[src/rtl/seg7_pkg.sv]
// Shared seven-segment constants: blank pattern and hex-to-segment table.
// Segment order is {g,f,e,d,c,b,a}, active low (common-anode display).
package seg7_pkg;

    localparam logic [6:0] SEG_BLANK = 7'h7F;

    localparam logic [6:0] SEG_TABLE [16] = '{
        7'h40, 7'h79, 7'h24, 7'h30, 7'h19, 7'h12, 7'h02, 7'h78,
        7'h00, 7'h10, 7'h08, 7'h03, 7'h46, 7'h21, 7'h06, 7'h0E
    };

endpackage

[src/rtl/hex7seg_decode.sv]
// Combinational hex nibble to active-low seven-segment pattern.
module hex7seg_decode
    import seg7_pkg::*;
(
    input  logic [3:0] hex,
    output logic [6:0] seg
);

    always_comb begin
        seg = SEG_TABLE[hex];
    end

endmodule

[src/rtl/seg7_scan.sv]
// Multiplexed common-anode display driver: steps through enabled digits on each
// scan_clk rising edge, with data/dp/mask frame-latched into shadow registers.
module seg7_scan
    import seg7_pkg::*;
#(
    parameter int DIGITS = 8
) (
    input  logic                  clkin,
    input  logic                  rst,
    input  logic                  scan_clk,
    input  logic                  en,
    input  logic [4*DIGITS-1:0]   data,
    input  logic [DIGITS-1:0]     digit_en,
    input  logic [DIGITS-1:0]     dp_in,
    output logic [DIGITS-1:0]     an,
    output logic [6:0]            seg,
    output logic                  dp,
    output logic                  frame_start
);

    localparam int IW = (DIGITS > 1) ? $clog2(DIGITS) : 1;

    logic                s1, s2, s3;
    logic                tick;
    logic [IW-1:0]       idx;
    logic [4*DIGITS-1:0] sh_data;
    logic [DIGITS-1:0]   sh_dp;
    logic [DIGITS-1:0]   sh_mask;
    logic                started;

    logic                has_above;
    logic [IW-1:0]       above_idx;
    logic                boundary;
    logic [4*DIGITS-1:0] ld_data;
    logic [DIGITS-1:0]   ld_dp;
    logic [DIGITS-1:0]   ld_mask;
    logic                low_found;
    logic [IW-1:0]       low_idx;
    logic [IW-1:0]       nxt_idx;
    logic [DIGITS-1:0]   an_nxt;
    logic [6:0]          seg_dec;

    // Boundary decision uses the current shadow mask; the digit then selected
    // comes from whichever mask (reloaded or held) is in force after this tick.
    always_comb begin
        tick      = s2 & ~s3;
        has_above = 1'b0;
        above_idx = idx;
        for (int unsigned i = 0; i < DIGITS; i++) begin
            if (!has_above && sh_mask[i] && (IW'(i) > idx)) begin
                has_above = 1'b1;
                above_idx = IW'(i);
            end
        end
        boundary = !started || !has_above;
        ld_data  = boundary ? data     : sh_data;
        ld_dp    = boundary ? dp_in    : sh_dp;
        ld_mask  = boundary ? digit_en : sh_mask;

        low_found = 1'b0;
        low_idx   = idx;
        for (int unsigned i = 0; i < DIGITS; i++) begin
            if (!low_found && ld_mask[i]) begin
                low_found = 1'b1;
                low_idx   = IW'(i);
            end
        end
        nxt_idx = boundary ? low_idx : above_idx;

        an_nxt          = '1;
        an_nxt[nxt_idx] = 1'b0;
    end

    hex7seg_decode u_dec (
        .hex (ld_data[{nxt_idx, 2'b00} +: 4]),
        .seg (seg_dec)
    );

    always_ff @(posedge clkin) begin
        if (rst) begin
            s1          <= 1'b0;
            s2          <= 1'b0;
            s3          <= 1'b0;
            idx         <= '0;
            sh_data     <= '0;
            sh_dp       <= '0;
            sh_mask     <= '0;
            started     <= 1'b0;
            an          <= '1;
            seg         <= SEG_BLANK;
            dp          <= 1'b1;
            frame_start <= 1'b0;
        end else begin
            s1          <= scan_clk;
            s2          <= s1;
            s3          <= s2;
            frame_start <= 1'b0;
            if (!en) begin
                an  <= '1;
                seg <= SEG_BLANK;
                dp  <= 1'b1;
            end else if (tick) begin
                if (boundary) begin
                    sh_data     <= data;
                    sh_dp       <= dp_in;
                    sh_mask     <= digit_en;
                    started     <= 1'b1;
                    frame_start <= 1'b1;
                end
                idx <= nxt_idx;
                if (|ld_mask) begin
                    an  <= an_nxt;
                    seg <= seg_dec;
                    dp  <= ~ld_dp[nxt_idx];
                end else begin
                    an  <= '1;
                    seg <= SEG_BLANK;
                    dp  <= 1'b1;
                end
            end
        end
    end

endmodule
[config.mk]
export PLATFORM = sky130hd
export DESIGN_NAME = seg7_scan
export DESIGN_NICKNAME = d
export VERILOG_FILES = /design/src/rtl/seg7_pkg.sv /design/src/rtl/hex7seg_decode.sv /design/src/rtl/seg7_scan.sv
export SDC_FILE = /design/constraint.sdc
export NUM_CORES = 1
export LEC_CHECK = 0
export ABC_AREA = 1
export CORE_MARGIN = 2
export CORE_UTILIZATION = 55
export CTS_CLUSTER_SIZE = 24
export DETAILED_ROUTE_END_ITERATION = 12
export GPL_TIMING_DRIVEN = 0
export PLACE_DENSITY = 0.82
export SLEW_MARGIN = 20
export SYNTH_ARGS = -nofsm -noshare
export SYNTH_HDL_FRONTEND = slang
export SYNTH_HIERARCHICAL = 1
export SYNTH_SLANG_ARGS = --single-unit
export TNS_END_PERCENT = 50
[constraint.sdc]
create_clock -name clkin -period 7.9 [get_ports clkin]
set_input_delay 1.185 -clock clkin [delete_from_list [all_inputs] [get_ports clkin]]
set_output_delay 1.185 -clock clkin [all_outputs]
set_load 0.005 [all_outputs]
==> summary.txt <==
status: complete, no violations
Layout Nets: 773
Core Footprint: 0.00765 mm²
post-synthesis sequential area ratio: 0.336
Rows: 32
CTS tree: yes
Ports: 69
clk sinks: 72
main flop type after synthesis: dfxtp_1
final setup fails: 0
Post CTS Setup Buffer Count: 0
Power per Cell Area: 168 mW/mm²
CTS Buf Count: 9
top sig layer: met4
required time worst endpoint: 8140 ps
Gate Count Post-Synth: 635
Final min period: 4100 ps
CTS Root Cell: clkbuf_8
Finished Layout Cells: 820
clk_lat worst skew: 350 ps
Async SR Flop Fraction: 0
crit end category: register
max_slew headroom: 0.648
Diodes inserted: 0
multi-input logic area: 0.00224 mm²
synth warn: 6
Avg Cell Area, Syn: 6.76 µm²
Post-synth EDFFs: 0
antenna-violating nets left: 0
area growth from synthesis to layout: 23.6%
grt total ovfl: 0
Post-Synthesis Cell Area: 0.00429 mm²
DRT Pass-1 Iters: 5
vias in the first global route: 4017
Crit Path Class: reg2reg
hold buffers post-CTS: 0
initial antenna violation count: 0
GPL Wtd Cong: 0.929
FILL cells: 677
DR WL/cell: 14.2 µm
Post-Syn Nets: 694
RSZ-0062 raised after global routing: false
FMAX: 0.244 GHz
Die Area: 0.00853 mm²
Leakage: 2.68 nW
top cells by area, synth: dfxtp_1 34%, nand2_1 12%, o21ai_0 10%
WL final: 11600 µm
worst-path maximum fanout: 10
placed cell count: 805
M1 wire length: 5150 µm
min-delay worst type: reg2reg
initial drt markers: 377
Register Area: 0.00144 mm²
first-pass GRT wire length: 18800 µm
Met3 Wirelength: 822 µm
starting density of the core: 0.561
setup TNS: 0 ps
period utilisation layout: 0.519
chip height: 92.3 µm
Clock Skews: 6.86 ps
Crit path arrival time: 4340 ps
#FFs+latches synth: 72
DPL Wire Length: 8550 µm
fraction of layout cells with a size suffix above 1: 0.0822
Die X: 92.3 µm
Max Cap Viol: 0
startpoint types: register
vias post-DR: 4435
Post-synth top cells: 135 x nand2_1, 115 x inv_1, 87 x o21ai_0
cell with the most instances after synthesis: nand2_1
count of pins over their slew limit: 0
met2 routed WL: 5390 µm
Synth area leader: dfxtp_1
routed vias/inst: 5.41
DR DRC count: 0
clock transition at the registers of the reported paths: 80 ps
Total GRT Usage: 0.279
Hold Path Stages: 2
r2r worst-path depth: 22
CTS H-tree depth: 3
Worst-Margin Slew: 528 ps
Worst IR Drop VDD: 0.129 mV
largest net degree at the start of global routing: 13
synth unique cells: 36
PostCTS Resize Cnt: 0
Port Buffers: 68
Final Hold Fails: 0
Clock Tree Buf Depth: 2
top cell type's share of synthesized area: 0.336
-- metal layers --
layer,global-route usage,vias to the layer above
met5,0,-
li1,-,2199
met4,0.0858,0
met1,0.370,2039
met3,0.0578,27
met2,0.458,170
-- kinds of logic after synthesis --
kind of cell | Yosys count | synth area share
AOI/OAI and AO/OA | 162 | 0.216
adders and majority gates | 7 | 0.0204
buffers and inverters | 155 | 0.143
DFF | 72 | 0.336
muxes | 19 | 0.0443
and+or+nand+nor | 220 | 0.240
-- cell type report --
class,instances,share of cell area
Inverter,123,0.0872
Clock buffer,11,0.0285
Timing Repair Buffer,68,0.128
Tap cell,102,0.0241
Buffer,32,0.0285
Multi-Input combinational cell,408,0.422
Clock inverter,4,0.0101
Sequential cell,72,0.272
-- path summary, 6_finish.rpt --
| check | start | endpoint | slack, ps |
|---|---|---|---|
| max | idx[2]$_SDFFE_PP0P_ | seg[3]$_SDFFE_PP1P_ | 3800 |
| min | s1$_SDFF_PP0_ | s2$_SDFF_PP0_ | 410 |
| max reg2reg | idx[2]$_SDFFE_PP0P_ | seg[3]$_SDFFE_PP1P_ | 3800 |
| min reg2reg | s1$_SDFF_PP0_ | s2$_SDFF_PP0_ | 410 |
-- per-stage QoR --
| stage | util | hold slack, ps | area [µm²] | power [mW] | setup slack (ps) |
|---|---|---|---|---|---|
| final | 0.694 | 410 | 5310 | 0.892 | 3800 |
| after global routing | 0.694 | 420 | 5310 | 0.932 | 3480 |
| after CTS | 0.694 | 418 | 5310 | 0.888 | 3870 |
| after detailed placement | 0.667 | 401 | 5100 | 0.586 | 3620 |
| after global placement | 0.667 | 397 | 5100 | 0.581 | 3690 |
| after floorplan | - | 388 | 4290 | 0.520 | 4600 |
-- worst max-delay path: stages (launching register included) --
cell and delay [ps]:
dfxtp_1 470, inv_2 120, nand3_2 110, nand3_2 110, a21oi_2 230, o2111ai_4 240, nand2_4 170, buf_8 170
buf_2 240, buf_2 330, mux2i_1 390, nand2_1 90, o211ai_1 120, nand4_1 280, inv_1 230, ha_1 190
inv_1 50, nand2_1 50, nand2_1 50, nand2_1 50, nand2_1 40, o21ai_0 200, nand2_1 70
-- power by group --
part,internal [mW],leakage [nW],switching (mW)
clock network,0.162,0.0976,0.148
logic,0.0803,1.99,0.121
registers,0.375,0.586,0.00587
-- sequential cells by signal, indices dropped and copies added, names as in the netlist --
| signal | cells |
|---|---|
| s2 | 1 |
| dp | 1 |
| sh_dp | 8 |
| sh_mask | 8 |
| an | 8 |
| sh_data | 32 |
| frame_start | 1 |
| seg | 7 |
| s3 | 1 |
| s1 | 1 |
| idx | 3 |
| started | 1 |
-- placed cells by master, fill, tap and decap left out, types with 4 or more instances in the layout --
master | Yosys | layout
a21oi_1 | 25 | 25
buf_1 | 4 | 4
buf_2 | 7 | 7
clkbuf_1 | 18 | 18
clkbuf_8 | 0 | 11
clkdlybuf4s50_1 | 0 | 68
dfxtp_1 | 72 | 72
ha_1 | 7 | 7
inv_1 | 115 | 115
inv_2 | 6 | 6
mux2i_1 | 19 | 19
nand2_1 | 135 | 135
nand2_2 | 7 | 7
nand2_4 | 8 | 8
nand3_1 | 29 | 29
nand3_2 | 4 | 4
nand4_1 | 4 | 4
nor2_1 | 23 | 23
o211ai_1 | 33 | 33
o21ai_0 | 87 | 87
o21ai_1 | 12 | 12
Note: power is estimated with default switching activity, not from simulation.
